===== src/rtl/core_types_pkg.sv =====
// Core-wide types: machine word width, fetch buffer entry layout and the default fetch buffer
// depth.
package core_types_pkg;

  localparam int unsigned XLEN              = 32;
  localparam int unsigned IFU_DEFAULT_DEPTH = 4;

  typedef struct packed {
    logic [XLEN-1:0] pc;
    logic [XLEN-1:0] instr;
  } fetch_entry_t;

endpackage


===== src/rtl/memory_types_pkg.sv =====
// Memory port packet types shared by imem/dmem clients.
// mem_pkt_t carries the request/response: transaction type, byte address, burst length (0 = single
// beat) and data word.
package memory_types_pkg;

  localparam int unsigned MEM_ADDR_W = 32;
  localparam int unsigned MEM_DATA_W = 32;
  localparam int unsigned MEM_LEN_W  = 8;

  typedef enum logic [1:0] {
    READ  = 2'd0,
    WRITE = 2'd1
  } mem_type_e;

  typedef struct packed {
    mem_type_e               mtype;
    logic [MEM_ADDR_W-1:0]   addr;
    logic [MEM_LEN_W-1:0]    len;
    logic [MEM_DATA_W-1:0]   data;
  } mem_pkt_t;

endpackage


===== src/rtl/sync_fifo.sv =====
// Synchronous FIFO with registered storage (read data is never combinationally fed from wdata_i).
// Ports:
//   clk_i, rst_i        clock, synchronous active-high reset
//   flush_i             empties the FIFO; a push or pop in the same cycle is ignored
//   push_i / wdata_i    write request and data; accepted when not full or when popping
//   pop_i / rdata_o     read request and head-of-queue data; pop on empty is ignored
//   count_o             number of stored entries
//   full_o / empty_o    status flags
module sync_fifo #(
  parameter int unsigned WIDTH = 8,
  parameter int unsigned DEPTH = 4
) (
  input  logic                       clk_i,
  input  logic                       rst_i,
  input  logic                       flush_i,
  input  logic                       push_i,
  input  logic [WIDTH-1:0]           wdata_i,
  input  logic                       pop_i,
  output logic [WIDTH-1:0]           rdata_o,
  output logic [$clog2(DEPTH+1)-1:0] count_o,
  output logic                       full_o,
  output logic                       empty_o
);

  localparam int unsigned CntW = $clog2(DEPTH + 1);
  localparam int unsigned PtrW = (DEPTH > 1) ? $clog2(DEPTH) : 1;

  logic [WIDTH-1:0] mem_q [DEPTH];
  logic [PtrW-1:0]  wr_ptr_q, rd_ptr_q;
  logic [CntW-1:0]  count_q;
  logic             do_push, do_pop;

  function automatic logic [PtrW-1:0] ptr_inc(input logic [PtrW-1:0] p);
    return (p == PtrW'(DEPTH - 1)) ? '0 : p + PtrW'(1);
  endfunction

  assign empty_o = (count_q == '0);
  assign full_o  = (count_q == CntW'(DEPTH));
  assign count_o = count_q;
  assign rdata_o = mem_q[rd_ptr_q];

  // Push into a full FIFO is legal only when the head leaves in the same cycle.
  assign do_pop  = pop_i && !empty_o;
  assign do_push = push_i && (!full_o || do_pop);

  always_ff @(posedge clk_i) begin
    if (rst_i || flush_i) begin
      wr_ptr_q <= '0;
      rd_ptr_q <= '0;
      count_q  <= '0;
    end else begin
      if (do_push) wr_ptr_q <= ptr_inc(wr_ptr_q);
      if (do_pop)  rd_ptr_q <= ptr_inc(rd_ptr_q);
      count_q <= count_q + CntW'(do_push) - CntW'(do_pop);
    end
  end

  always_ff @(posedge clk_i) begin
    if (do_push && !rst_i && !flush_i) mem_q[wr_ptr_q] <= wdata_i;
  end

  always_ff @(posedge clk_i) begin
    if (!rst_i && !flush_i) begin
      assert (!(push_i && full_o && !do_pop))
        else $error("sync_fifo: push into full buffer");
    end
  end

endmodule


===== src/rtl/instr_fetch_unit.sv =====
// In-order instruction fetch unit between the PC/redirect logic and the imem port. Keeps up to
// MAX_OUTSTANDING reads in flight, buffers responses with their PCs, and flushes on redirect,
// discarding responses to requests issued before the redirect.
// Ports:
//   clk, rst                          clock, synchronous active-high reset
//   redirect_vld / redirect_pc        load new fetch PC, flush buffer and in-flight responses
//   imem_req_vld/_rdy, imem_req       read request (addr = fetch PC)
//   imem_rsp_vld/_rdy, imem_rsp       in-order read response (.data = instruction)
//   instr_vld/_rdy, instr, instr_pc   instruction stream to decode
// Configuration:
//   IFU_FIFO_BYPASS_EN  when defined, a response arriving at an empty buffer is presented to decode
//                       in the same cycle; otherwise instr* come only from the registered buffer.
// N_BITS must equal core_types_pkg::XLEN (buffer entries use fetch_entry_t).
module instr_fetch_unit
  import core_types_pkg::*;
  import memory_types_pkg::*;
#(
  parameter int unsigned       N_BITS          = XLEN,
  parameter logic [N_BITS-1:0] RESET_PC        = '0,
  parameter int unsigned       MAX_OUTSTANDING = 2,
  parameter int unsigned       FIFO_DEPTH      = IFU_DEFAULT_DEPTH
) (
  input  logic              clk,
  input  logic              rst,
  input  logic              redirect_vld,
  input  logic [N_BITS-1:0] redirect_pc,
  output logic              imem_req_vld,
  input  logic              imem_req_rdy,
  output mem_pkt_t          imem_req,
  input  logic              imem_rsp_vld,
  output logic              imem_rsp_rdy,
  input  mem_pkt_t          imem_rsp,
  output logic              instr_vld,
  input  logic              instr_rdy,
  output logic [N_BITS-1:0] instr,
  output logic [N_BITS-1:0] instr_pc
);

  localparam int unsigned OutW = $clog2(MAX_OUTSTANDING + 1);
  localparam int unsigned CntW = $clog2(FIFO_DEPTH + 1);

  logic [N_BITS-1:0] fetch_pc_q, fetch_pc_d, rsp_pc_q, rsp_pc_d;
  logic [OutW-1:0]   outstanding_q, outstanding_d, drop_cnt_q, drop_cnt_d;
  logic [CntW-1:0]   fifo_count;
  logic              fifo_full, fifo_empty, fifo_push, fifo_pop;
  logic              req_fire, rsp_fire, rsp_keep, bypass;
  fetch_entry_t      push_entry, head_entry;

  // Issue only while every in-flight request is guaranteed a buffer slot.
  assign imem_req_vld = !rst && !redirect_vld
                        && (int'(outstanding_q) + int'(fifo_count) < int'(FIFO_DEPTH))
                        && (int'(outstanding_q) < int'(MAX_OUTSTANDING));
  assign imem_rsp_rdy = !rst;

  always_comb begin
    imem_req       = '0;
    imem_req.mtype = READ;
    imem_req.addr  = fetch_pc_q;
  end

  assign req_fire = imem_req_vld && imem_req_rdy;
  assign rsp_fire = imem_rsp_vld && imem_rsp_rdy;
  assign rsp_keep = rsp_fire && (drop_cnt_q == '0) && !redirect_vld;

`ifdef IFU_FIFO_BYPASS_EN
  assign bypass = rsp_keep && fifo_empty;
`else
  assign bypass = 1'b0;
`endif

  assign push_entry.pc    = rsp_pc_q;
  assign push_entry.instr = imem_rsp.data;
  // A bypassed response consumed by decode this cycle never enters the buffer.
  assign fifo_push = rsp_keep && !(bypass && instr_rdy);
  assign fifo_pop  = !fifo_empty && instr_rdy && !redirect_vld;

  assign instr_vld = !fifo_empty || bypass;

  always_comb begin
    instr    = '0;
    instr_pc = '0;
    if (!fifo_empty) begin
      instr    = head_entry.instr;
      instr_pc = head_entry.pc;
    end
`ifdef IFU_FIFO_BYPASS_EN
    else if (bypass) begin
      instr    = imem_rsp.data;
      instr_pc = rsp_pc_q;
    end
`endif
  end

  always_comb begin
    fetch_pc_d    = fetch_pc_q;
    rsp_pc_d      = rsp_pc_q;
    drop_cnt_d    = drop_cnt_q;
    outstanding_d = outstanding_q + OutW'(req_fire) - OutW'(rsp_fire);
    if (req_fire) fetch_pc_d = fetch_pc_q + N_BITS'(4);
    if (rsp_keep) rsp_pc_d = rsp_pc_q + N_BITS'(4);
    if (rsp_fire && (drop_cnt_q != '0)) drop_cnt_d = drop_cnt_q - OutW'(1);
    // Every request still in flight after this edge belongs to the old stream.
    if (redirect_vld) begin
      fetch_pc_d = redirect_pc;
      rsp_pc_d   = redirect_pc;
      drop_cnt_d = outstanding_d;
    end
  end

  always_ff @(posedge clk) begin
    if (rst) begin
      fetch_pc_q    <= RESET_PC;
      rsp_pc_q      <= RESET_PC;
      outstanding_q <= '0;
      drop_cnt_q    <= '0;
    end else begin
      fetch_pc_q    <= fetch_pc_d;
      rsp_pc_q      <= rsp_pc_d;
      outstanding_q <= outstanding_d;
      drop_cnt_q    <= drop_cnt_d;
    end
  end

  always_ff @(posedge clk) begin
    if (!rst) begin
      assert (int'(outstanding_q) + int'(fifo_count) <= int'(FIFO_DEPTH))
        else $error("instr_fetch_unit: in-flight plus buffered exceeds buffer depth");
    end
  end

  sync_fifo #(
    .WIDTH ($bits(fetch_entry_t)),
    .DEPTH (FIFO_DEPTH)
  ) u_fifo (
    .clk_i   (clk),
    .rst_i   (rst),
    .flush_i (redirect_vld),
    .push_i  (fifo_push),
    .wdata_i (push_entry),
    .pop_i   (fifo_pop),
    .rdata_o (head_entry),
    .count_o (fifo_count),
    .full_o  (fifo_full),
    .empty_o (fifo_empty)
  );

  logic unused_sig;
  assign unused_sig = ^{imem_rsp.mtype, imem_rsp.addr, imem_rsp.len, fifo_full};

endmodule

===== config.mk =====
export PLATFORM = sky130hd
export DESIGN_NAME = instr_fetch_unit
export DESIGN_NICKNAME = d
export VERILOG_FILES = /design/src/rtl/core_types_pkg.sv /design/src/rtl/memory_types_pkg.sv /design/src/rtl/sync_fifo.sv /design/src/rtl/instr_fetch_unit.sv
export SDC_FILE = /design/constraint.sdc
export NUM_CORES = 1
export LEC_CHECK = 0
export ABC_AREA = 0
export CAP_MARGIN = 20
export CORE_UTILIZATION = 48
export CTS_CLUSTER_DIAMETER = 50
export DETAILED_ROUTE_END_ITERATION = 10
export GPL_TIMING_DRIVEN = 0
export MAX_ROUTING_LAYER = met4
export PLACE_DENSITY = 0.77
export SLEW_MARGIN = 20
export SYNTH_ARGS = -nofsm -noshare
export SYNTH_HDL_FRONTEND = slang
export SYNTH_SLANG_ARGS = --single-unit

===== constraint.sdc =====
create_clock -name clk -period 3.3 [get_ports clk]
set_clock_uncertainty 0.15 [all_clocks]
set_input_delay 0.33 -clock clk [delete_from_list [all_inputs] [get_ports clk]]
set_output_delay 0.33 -clock clk [all_outputs]
set_load 0.05 [all_outputs]

==> flow_metrics.py, run 1 <==
metrics = {
    "run_status": {
        "status": "finished clean",
    },
    "floorplanning": {
        "coreArea_mm2": 0.02964,
        "initial_core_util": 0.4868,
        "rows": 63,
        "io_pins": 253,
        "die_h_um": 175.4,
        "die_area_mm2": 0.03076,
        "die_x_um": 175.4,
    },
    "logic_synthesis": {
        "synthArstFlopShare": 0,
        "synth_cell_types": 67,
        "ys_seq_area_frac": 0.6396,
        "synth_edf_count": 256,
        "syn-instance-count": 991,
        "ys_ff_latch": 333,
        "postSynthAreaPerCell_um2": 14.56,
        "synthFlopType": "edfxtp_1",
        "synth_area_mm2": 0.01443,
        "yosys_warnings": 0,
    },
    "timing": {
        "hold_viol": 0,
        "setup_violations": 0,
        "finalCriticalPeriod_ns": 3.230,
        "drv_slew": 0,
        "max-slew-margin-rel": 0.3073,
        "tns_ns": 0,
        "worst_pin_slew_ns": 1.030,
        "min_period_over_period": 0.9788,
        "rsz0062_at_grt": "no",
        "layout_setup_ws_ns": 0.07009,
        "clock.fmax_mhz": 309.6,
    },
    "clock_network": {
        "clock_sinks": 333,
        "clkTransAtPathRegs_ns": 0.06,
        "htreeDepth": 2,
        "cts_root_buffer": "clkbuf_16",
        "cts_tree": "done",
        "clk_latency_ns": 0.51,
        "cts_buffers": 37,
        "cts_max_path_buffers": 3,
        "postCtsHoldBufs": 0,
    },
    "setup_path": {
        "worst-r2r-setup-slack_ns": 0.07,
        "cp.required_ns": 3.61,
        "cp_common_cell": "ha_1",
        "critPathKind": "flop to flop",
        "crit_family": "simple AND/OR/NAND/NOR gates",
        "critPathBufInv": 3,
        "r2r-end": "drop_cnt_q[1]",
        "critPathArrivalTime_ns": 3.54,
        "rr_worst_depth": 12,
        "rr_startpoint": "outstanding_q[1]",
        "path_cells": "ha_1 -> or3_1 -> nor3_4 -> inv_2 -> buf_2 -> ha_1 -> inv_1 -> ha_1 -> xor2_1 -> and2_1 -> nor3_1 -> a22o_1",
        "cpPeakStageDelay_ns": 0.41,
        "startpoint_type": "flop",
        "worstSetupStartpoint": "outstanding_q[1]",
        "critPathMaxFanout": 10,
        "slowest_stage": "or3_1",
        "crit_path_end_kind": "flop",
    },
    "global_route": {
        "grt_pass1_vias": 9120,
        "grt_remaining_overflow": 0,
        "grt_pass1_wl_mm": 51.47,
        "grt_max_degree": 42,
        "grt_usage": 0.2245,
        "antenna_found_initial": 0,
    },
    "pwr": {
        "p_total_uw": 9488,
        "powerDensity_mw_per_mm2": 523.3,
        "ir_drop_mv": 0.3300,
        "p_leak_uw": 0.006834,
    },
    "placed_design": {
        "dp.cells": 1593,
        "post-dp-hpwl_mm": 22.25,
        "port_buffers": 167,
        "place_area_mm2": 0.01685,
        "place_ws_ns": -0.5635,
        "gp_congestion": 0.9175,
    },
    "finish": {
        "diodes": 0,
        "final_nets": 1370,
        "area_growth_pct": 25.65,
        "layout_common_cells": "edfxtp_1 (256), clkdlybuf4s50_1 (106), dfxtp_1 (75), and2_1 (72), mux4_2 (64)",
        "final_common_cell": "edfxtp_1",
        "postLayoutCellArea_mm2": 0.01813,
        "nFillCells": 2298,
        "fin_cells": 1659,
        "drive_above_1_share": 0.1623,
    },
    "flow_run": {
        "drv_cap": 0,
    },
    "hold_path": {
        "min_path_cells": 4,
        "hold_class": "input pin to flop",
        "hold-path-endpoint": "fetch_pc_q[26]",
        "min_from": "redirect_vld",
    },
    "drt": {
        "drt-initial-drc-count": 741,
        "wl_per_cell_um": 20.28,
        "dr.pass1.iters": 5,
        "vias": 9509,
        "ant_nets": 0,
        "remaining_drc_errors": 0,
        "totalWireLength_mm": 33.65,
        "viasPerCell": 5.732,
    },
}
==> flip-flops by register name (all words and copies together), names as in the netlist, named ones only <==
signal / cells
drop_cnt_q: 2
outstanding_q: 2
fetch_pc_q: 32
u_fifo.rd_ptr_q: 2
u_fifo.mem_q: 256
u_fifo.count_o: 3
rsp_pc_q: 32
u_fifo.wr_ptr_q: 2
==> per-layer routing <==
metal	vias to the layer above	global-route usage	share of wire
li1	4328	-	-
met1	4630	0.3091	0.43
met2	470	0.3457	0.47
met3	81	0.03442	0.078
met4	0	0.06884	0.025
met5	-	-	0
==> worst min-delay path: stages <==
cell	delay (ns)
buf_6	0.11
nor2_1	0.06
o21ai_0	0.05
and3_1	0.15
==> power breakdown <==
| part | total [uW] | switching [uW] | internal (uW) | leakage (uW) |
|---|---|---|---|---|
| Clock | 3860 | 1610 | 2240 | 0.000560 |
| Combinational | 898 | 566 | 332 | 0.00332 |
| Sequential | 4730 | 117 | 4620 | 0.00296 |
| Total | 9490 | 2300 | 7190 | 0.00683 |
==> final cells by class <==
class | instances | area (um2) | share of cell area
multi-input combinational | 577 | 4742 | 0.2616
clock inverter | 24 | 193.9 | 0.01070
buffer | 98 | 576.8 | 0.03182
sequential | 333 | 9231 | 0.5092
timing repair buffer | 175 | 1868 | 0.1030
inverter | 22 | 82.58 | 0.004555
tap | 390 | 488.0 | 0.02692
clock buffer | 40 | 947.2 | 0.05224
==> cell usage after synthesis (all sizes together) (6+ instances only) <==
cell type | instances | share of area
or4 | 22 | 0.012
or3 | 7 | 0.0030
nor2b | 8 | 0.0035
nand3 | 27 | 0.0094
inv | 22 | 0.0057
xnor2 | 12 | 0.0073
o21ai | 13 | 0.0045
mux2i | 6 | 0.0042
and2 | 76 | 0.033
and3 | 12 | 0.0052
nor2 | 30 | 0.0078
and4 | 10 | 0.0061
edfxtp | 256 | 0.53
nor4b | 6 | 0.0036
o21a | 7 | 0.0036
nand4 | 21 | 0.0091
a211oi | 13 | 0.0068
o31ai | 10 | 0.0052
buf | 55 | 0.026
nand2 | 45 | 0.012
ha | 13 | 0.011
a311oi | 8 | 0.0049
nor3 | 18 | 0.0070
o31a | 6 | 0.0036
nor4 | 13 | 0.0065
dfxtp | 77 | 0.11
mux4 | 64 | 0.10
a31oi | 12 | 0.0052
a21oi | 15 | 0.0052
clkbuf | 45 | 0.012
o211ai | 9 | 0.0047
==> through the flow <==
step	util	hold WS, ns
final	0.6117	0.08421
after global routing	0.6117	0.1185
after CTS	0.6070	0.05874
after detailed placement	0.5686	0.3039
after global placement	0.5651	0.2995
after floorplan	-	0.2789
==> worst max path at each step <==
stage                                endpoint  slack [ns]  depth (start not counted)
final                           drop_cnt_q[1]        0.07                         12
after global routing             instr_pc[16]        0.01                          5
after CTS                         instr_pc[4]       -0.16                          4
after detailed placement  u_fifo.mem_q[3][11]       -0.56                          5
after global placement     u_fifo.mem_q[0][3]       -1.13                          4
after floorplan            u_fifo.mem_q[3][0]        0.42                          5
==> kinds of logic after synthesis <==
family / Yosys count / share of synthesized area
flip-flops: 333 / 0.6396
AND/OR/NAND/NOR: 310 / 0.1271
AO/OA/AOI/OAI: 126 / 0.06330
buffers and inverters: 122 / 0.04388
multiplexers: 70 / 0.1041
XOR/XNOR: 15 / 0.009105
adder cells (fa/ha/maj): 14 / 0.01266
other: 1 / 0.0002599
==> timing repair <==
item	4_1_cts	5_1_grt
buffers inserted	0	4
gates resized for setup	59	46
setup endpoints to repair	128	43
pin swaps	1	1
Power figures use the tool's default switching activity.
==> run 2, diff against run 1 <==
--- a/config.mk
+++ b/config.mk
@@ -7,12 +7,15 @@
 export LEC_CHECK = 0
 export ABC_AREA = 0
 export CAP_MARGIN = 20
-export CORE_UTILIZATION = 48
+export CORE_ASPECT_RATIO = 0.5
+export CORE_UTILIZATION = 60
+export CTS_BUF_LIST = sky130_fd_sc_hd__clkbuf_4
 export CTS_CLUSTER_DIAMETER = 50
 export DETAILED_ROUTE_END_ITERATION = 10
+export DONT_BUFFER_PORTS = 1
 export GPL_TIMING_DRIVEN = 0
 export MAX_ROUTING_LAYER = met4
-export PLACE_DENSITY = 0.77
+export PLACE_DENSITY = 0.79
 export SLEW_MARGIN = 20
 export SYNTH_ARGS = -nofsm -noshare
 export SYNTH_HDL_FRONTEND = slang
==> flow_metrics.py, run 2 (synthesis results as in run 1) <==
metrics = {
    "run_status": {
        "status": "finished clean",
    },
    "global_route": {
        "grt_max_degree": 47,
        "antenna_found_initial": 0,
        "grt_pass1_wl_mm": 53.54,
        "grt_pass1_vias": 9618,
        "grt_usage": 0.2964,
        "grt_remaining_overflow": 0,
    },
    "finish": {
        "nFillCells": 1513,
        "final_nets": 1311,
        "drive_above_1_share": 0.2282,
        "regMostFlops": "u_fifo.mem_q",
        "area_growth_pct": 16.44,
        "regArea_mm2": 0.009230,
        "multi_input_area_mm2": 0.004766,
        "final_common_cell": "edfxtp_1",
        "largest_register_ffs": 256,
        "postLayoutCellArea_mm2": 0.01680,
        "diodes": 0,
        "fin_cells": 1543,
        "layout_common_cells": "edfxtp_1 (256), clkbuf_4 (112), dfxtp_1 (76), dlygate4sd3_1 (70), mux4_2 (64)",
        "top_regs": "u_fifo.mem_q: 256 flops, fetch_pc_q: 32 flops, rsp_pc_q: 32 flops",
    },
    "timing": {
        "worst_pin_slew_ns": 1.160,
        "finalCriticalPeriod_ns": 3.133,
        "drv_slew": 0,
        "clock.fmax_mhz": 319.1,
        "hold_viol": 0,
        "rsz0062_at_grt": "no",
        "min_period_over_period": 0.9495,
        "setup_violations": 0,
        "max-slew-margin-rel": 0.2266,
    },
    "hold_path": {
        "hold_class": "input pin to flop",
        "min_from": "imem_rsp_vld",
    },
    "setup_path": {
        "worstSetupStartpoint": "u_fifo.count_o[2]",
        "crit_path_end_kind": "output port",
        "cp-endpoint": "instr_pc[18]",
        "worst-r2r-setup-slack_ns": 0.28,
        "critPathKind": "flop to output port",
        "rr_startpoint": "fetch_pc_q[2]",
        "cp.required_ns": 2.82,
        "startpoint_type": "flop",
        "critPathArrivalTime_ns": 2.65,
        "r2r-end": "fetch_pc_q[26]",
        "rr_worst_depth": 6,
        "critPathMaxFanout": 10,
    },
    "floorplanning": {
        "die_x_um": 221.3,
        "coreArea_mm2": 0.02318,
        "rows": 39,
        "initial_core_util": 0.6225,
        "io_pins": 253,
        "die_h_um": 111.7,
        "die_area_mm2": 0.02471,
    },
    "pwr": {
        "p_clk_frac": 0.364,
        "p_switching_uw": 2222,
        "p_total_uw": 8704,
        "p_sw_frac": 0.2553,
        "power_frac_seq": 0.555,
        "p_leak_uw": 0.005734,
        "p_int_uw": 6482,
        "ir_drop_mv": 0.2125,
        "comb_power_share": 0.081,
        "powerDensity_mw_per_mm2": 518.1,
    },
    "clock_network": {
        "htreeDepth": 3,
        "cts_tree": "done",
        "cts_buffers": 75,
        "clock_sinks": 333,
        "cts_root_buffer": "clkbuf_4",
        "clkTransAtPathRegs_ns": 0.07,
        "cts_max_path_buffers": 3,
        "clk_latency_ns": 0.66,
    },
    "placed_design": {
        "place_area_mm2": 0.01509,
        "dp.cells": 1343,
        "gp_congestion": 0.9050,
        "port_buffers": 0,
        "post-dp-hpwl_mm": 22.46,
    },
    "drt": {
        "remaining_drc_errors": 0,
        "ant_nets": 0,
        "wl_met1_mm": 14.20,
        "vias": 9584,
        "wl_met2_mm": 16.64,
        "viasPerCell": 6.211,
        "totalWireLength_mm": 34.70,
        "dr.pass1.iters": 5,
        "drt-initial-drc-count": 870,
        "met3WireLength_mm": 2.949,
        "top_layer": "met4",
        "wl_per_cell_um": 22.49,
    },
    "flow_run": {
        "drv_cap": 0,
    },
}
-- run 2: changes by cell type in the layout (fill, tap and decap cells not counted), sizes merged, moves of 2 or more --
| cell | before | now |
|---|---|---|
| dlygate4sd2 | 20 | 0 |
| clkdlybuf4s18 | 0 | 2 |
| dlymetal6s2s | 38 | 0 |
| clkinv | 18 | 14 |
| clkinvlp | 2 | 0 |
| dlygate4sd3 | 0 | 70 |
| clkdlybuf4s15 | 3 | 0 |
| clkbuf | 87 | 155 |
| buf | 59 | 61 |
| clkdlybuf4s50 | 106 | 0 |
-- run 2: how the worst min path moves through the flow --
stage	end	slack [ns]	cells after the start
3_3_place_gp	u_fifo.mem_q[2][10]	0.28	0
2_1_floorplan	u_fifo.mem_q[0][0]	0.28	0
6_report	rsp_pc_q[4]	0.13	4
5_1_grt	rsp_pc_q[4]	0.10	4
3_5_place_dp	u_fifo.mem_q[2][6]	0.28	0
4_1_cts	outstanding_q[1]	0.08	2
-- run 2: critical path, cell delays in order, from the launching register on --
cell and delay (ns):
dfxtp_1 0.43, or3_1 0.31, clkbuf_2 0.34, clkbuf_1 0.35
and2_1 0.55
-- run 2: layer usage --
| metal | vias to the layer above | GRT usage |
|---|---|---|
| met5 | - | - |
| met4 | 0 | 0.1082 |
| met3 | 88 | 0.06915 |
| met2 | 521 | 0.4583 |
| met1 | 4725 | 0.3878 |
| li1 | 4250 | - |
-- run 2: timing repair --
action                                 CTS  global route
pin swaps                                0             1
setup endpoints to repair               60           231
endpoints found under the hold margin  194             0
setup buffers                            0             4
resized for setup                       16            32
hold buffers                            70             0
-- run 2: cell type report --
class,instances,share of cell area
flip-flops and latches,333,0.5494
inverters,22,0.004915
well taps,307,0.02286
repair buffers,78,0.05004
plain buffers,98,0.03381
clock inverters,16,0.005287
clock buffers,112,0.05004
multi-input cells,577,0.2837
-- run 2: through the flow --
step / utilization / hold slack (ns) / setup slack [ns] / setup TNS (ns)
2_1_floorplan: - / 0.2789 / 0.4249 / 0
3_3_place_gp: 0.6459 / 0.2790 / -0.5382 / -132.58
3_5_place_dp: 0.6512 / 0.2790 / 0.03562 / 0
4_1_cts: 0.7231 / 0.08285 / 0.005333 / 0
5_1_grt: 0.7249 / 0.1026 / 0.003050 / 0
6_report: 0.7249 / 0.1277 / 0.1667 / 0
-- run 2: power groups by stage --
stage	Clock [uW]	Sequential, uW	Combinational [uW]
5_1_grt	3440	4840	750
4_1_cts	3230	4820	689
3_5_place_dp	0	4920	596
3_3_place_gp	0	4910	579
2_1_floorplan	0	4870	494
6_report	3170	4830	704
==> run 3, diff against run 2 <==
--- a/config.mk
+++ b/config.mk
@@ -6,7 +6,7 @@
 export NUM_CORES = 1
 export LEC_CHECK = 0
 export ABC_AREA = 0
-export CAP_MARGIN = 20
+export CAP_MARGIN = 30
 export CORE_ASPECT_RATIO = 0.5
 export CORE_UTILIZATION = 60
 export CTS_BUF_LIST = sky130_fd_sc_hd__clkbuf_4
@@ -15,7 +15,7 @@
 export DONT_BUFFER_PORTS = 1
 export GPL_TIMING_DRIVEN = 0
 export MAX_ROUTING_LAYER = met4
-export PLACE_DENSITY = 0.79
+export PLACE_DENSITY = 0.81
 export SLEW_MARGIN = 20
 export SYNTH_ARGS = -nofsm -noshare
 export SYNTH_HDL_FRONTEND = slang
==> flow_metrics.py, run 3 (synthesis results as in run 1) <==
metrics = {
    "run_status": {
        "status": "finished clean",
    },
    "drt": {
        "remaining_drc_errors": 0,
        "wl_per_cell_um": 22.43,
        "dr.pass1.iters": 5,
        "vias": 9708,
        "drt-initial-drc-count": 859,
        "ant_nets": 0,
        "totalWireLength_mm": 34.89,
        "viasPerCell": 6.243,
    },
    "pwr": {
        "p_int_uw": 6764,
        "comb_power_share": 0.078,
        "p_switching_uw": 2279,
        "p_sw_frac": 0.2520,
        "powerDensity_mw_per_mm2": 532.9,
        "power_frac_seq": 0.534,
        "ir_drop_mv": 0.2555,
        "p_leak_uw": 0.005808,
        "p_clk_frac": 0.388,
    },
    "clock_network": {
        "clk_latency_ns": 0.72,
        "cts_tree": "done",
        "clkTransAtPathRegs_ns": 0.07,
        "cts_root_buffer": "clkbuf_4",
        "clock_sinks": 333,
        "cts_buffers": 75,
        "htreeDepth": 3,
        "cts_max_path_buffers": 3,
        "postCtsSetupBuffers": 0,
    },
    "global_route": {
        "antenna_found_initial": 2,
        "grt.busiest_layer": "met2",
        "use_met1": 0.3862,
        "grt_use_met2": 0.4566,
        "grt_usage": 0.2968,
        "grt_max_degree": 39,
        "grt_pass1_vias": 9797,
        "grt_remaining_overflow": 0,
        "grt_pass1_wl_mm": 53.73,
        "grt_util_met3": 0.07337,
    },
    "placed_design": {
        "gp_congestion": 0.9083,
        "place_ws_ns": -0.09924,
        "post-dp-hpwl_mm": 22.42,
        "port_buffers": 0,
        "place_area_mm2": 0.01508,
    },
    "setup_path": {
        "critPathBufInv": 1,
        "startpoint_type": "flop",
        "critPathMaxFanout": 10,
        "path_cells": "or3_1 -> clkbuf_1 -> and2_1",
        "critPathArrivalTime_ns": 2.67,
        "cp.required_ns": 2.82,
        "critPathKind": "flop to output port",
        "cpPeakStageDelay_ns": 0.65,
        "slowest_stage": "clkbuf_1",
        "crit_family": "simple AND/OR/NAND/NOR gates",
        "crit_path_end_kind": "output port",
    },
    "timing": {
        "rsz0062_at_grt": "no",
        "worst_pin_slew_ns": 0.9831,
        "finalCriticalPeriod_ns": 3.149,
        "clock.fmax_mhz": 317.6,
        "setup_violations": 0,
        "min_period_over_period": 0.9541,
        "layout_setup_ws_ns": 0.1514,
        "hold_viol": 0,
        "max-slew-margin-rel": 0.3385,
        "tns_ns": 0,
        "drv_slew": 0,
    },
    "finish": {
        "multi_input_area_mm2": 0.004791,
        "final_nets": 1313,
        "largest_register_ffs": 256,
        "postLayoutCellArea_mm2": 0.01697,
        "regArea_mm2": 0.009230,
        "layout_common_cells": "edfxtp_1 (256), clkbuf_4 (129), dfxtp_1 (76), dlygate4sd3_1 (75), mux4_2 (64)",
        "final_common_cell": "edfxtp_1",
        "top_regs": "u_fifo.mem_q: 256 flops, fetch_pc_q: 32 flops, rsp_pc_q: 32 flops",
        "area_growth_pct": 17.61,
        "drive_above_1_share": 0.2538,
        "nFillCells": 1469,
        "regMostFlops": "u_fifo.mem_q",
    },
    "hold_path": {
        "hold_class": "input pin to flop",
    },
    "floorplanning": {
        "die_x_um": 221.3,
        "rows": 39,
        "io_pins": 253,
        "die_h_um": 111.7,
        "initial_core_util": 0.6225,
        "coreArea_mm2": 0.02318,
        "die_area_mm2": 0.02471,
    },
    "flow_run": {
        "drv_cap": 0,
    },
}
-- run 3: cell types whose count changed in the layout (fill, tap and decap cells not counted), moves of 2 or more --
cell             previous run  this run
and2_1                     53        33
and2_2                     19        39
clkbuf_4                  112       129
clkinv_1                   12         2
dlygate4sd3_1              70        75
buf_12                      0         4
buf_16                      4         0
buf_4                      46        42
diode_2                     0         3
buf_2                       5         3
clkdlybuf4s15_2             0         2
-- run 3: area by class of cell --
cell class	count	area share
timing repair buffer	80	0.04984
tap	307	0.02264
clock buffer	129	0.05707
sequential	333	0.5439
clock inverter	6	0.004719
inverter	22	0.004866
multi-input combinational	577	0.2823
buffer	98	0.03421
antenna	3	0.0004424
-- run 3: metal layers --
metal | part of all wire | vias to the layer above
li1 | - | 4261
met1 | 0.40 | 4799
met2 | 0.47 | 574
met3 | 0.097 | 74
met4 | 0.024 | 0
met5 | 0 | -
-- run 3: through the flow --
step / cells / util / hold WS [ns] / power [uW]
finish: 1555 / 0.7321 / 0.08494 / 9043
global route: 1554 / 0.7320 / 0.06351 / 9373
CTS: 1553 / 0.7304 / 0.03134 / 9054
detailed placement: 1344 / 0.6505 / 0.2790 / 5513
global placement: 1339 / 0.6459 / 0.2790 / 5486
floorplan: 1032 / - / 0.2789 / 5365
-- run 3: power groups by stage --
| stage | Clock, uW | Combinational, uW | Sequential [uW] |
|---|---|---|---|
| after floorplan | 0 | 494 | 4870 |
| after global placement | 0 | 579 | 4910 |
| after detailed placement | 0 | 596 | 4920 |
| after CTS | 3540 | 693 | 4820 |
| after global routing | 3780 | 750 | 4840 |
| final | 3510 | 708 | 4830 |
-- run 3: what timing repair did --
| action | 4_1_cts | 5_1_grt |
|---|---|---|
| gates resized for setup | 21 | 41 |
| hold endpoints to repair | 195 | 0 |
| setup endpoints to repair | 177 | 46 |
| hold buffers | 75 | 0 |
-- run 3: path summary, 6_finish.rpt --
| kind | startpoint | endpoint | slack (ns) | cells past startpoint |
|---|---|---|---|---|
| worst max-delay path | u_fifo.count_o[1] | instr_pc[29] | 0.15 | 3 |
| worst min-delay path | rst | outstanding_q[1] | 0.08 | 2 |
| worst max register to register | outstanding_q[1] | drop_cnt_q[1] | 0.15 | 12 |
| worst min register to register | rsp_pc_q[1] | u_fifo.mem_q[0][33] | 0.40 | 0 |
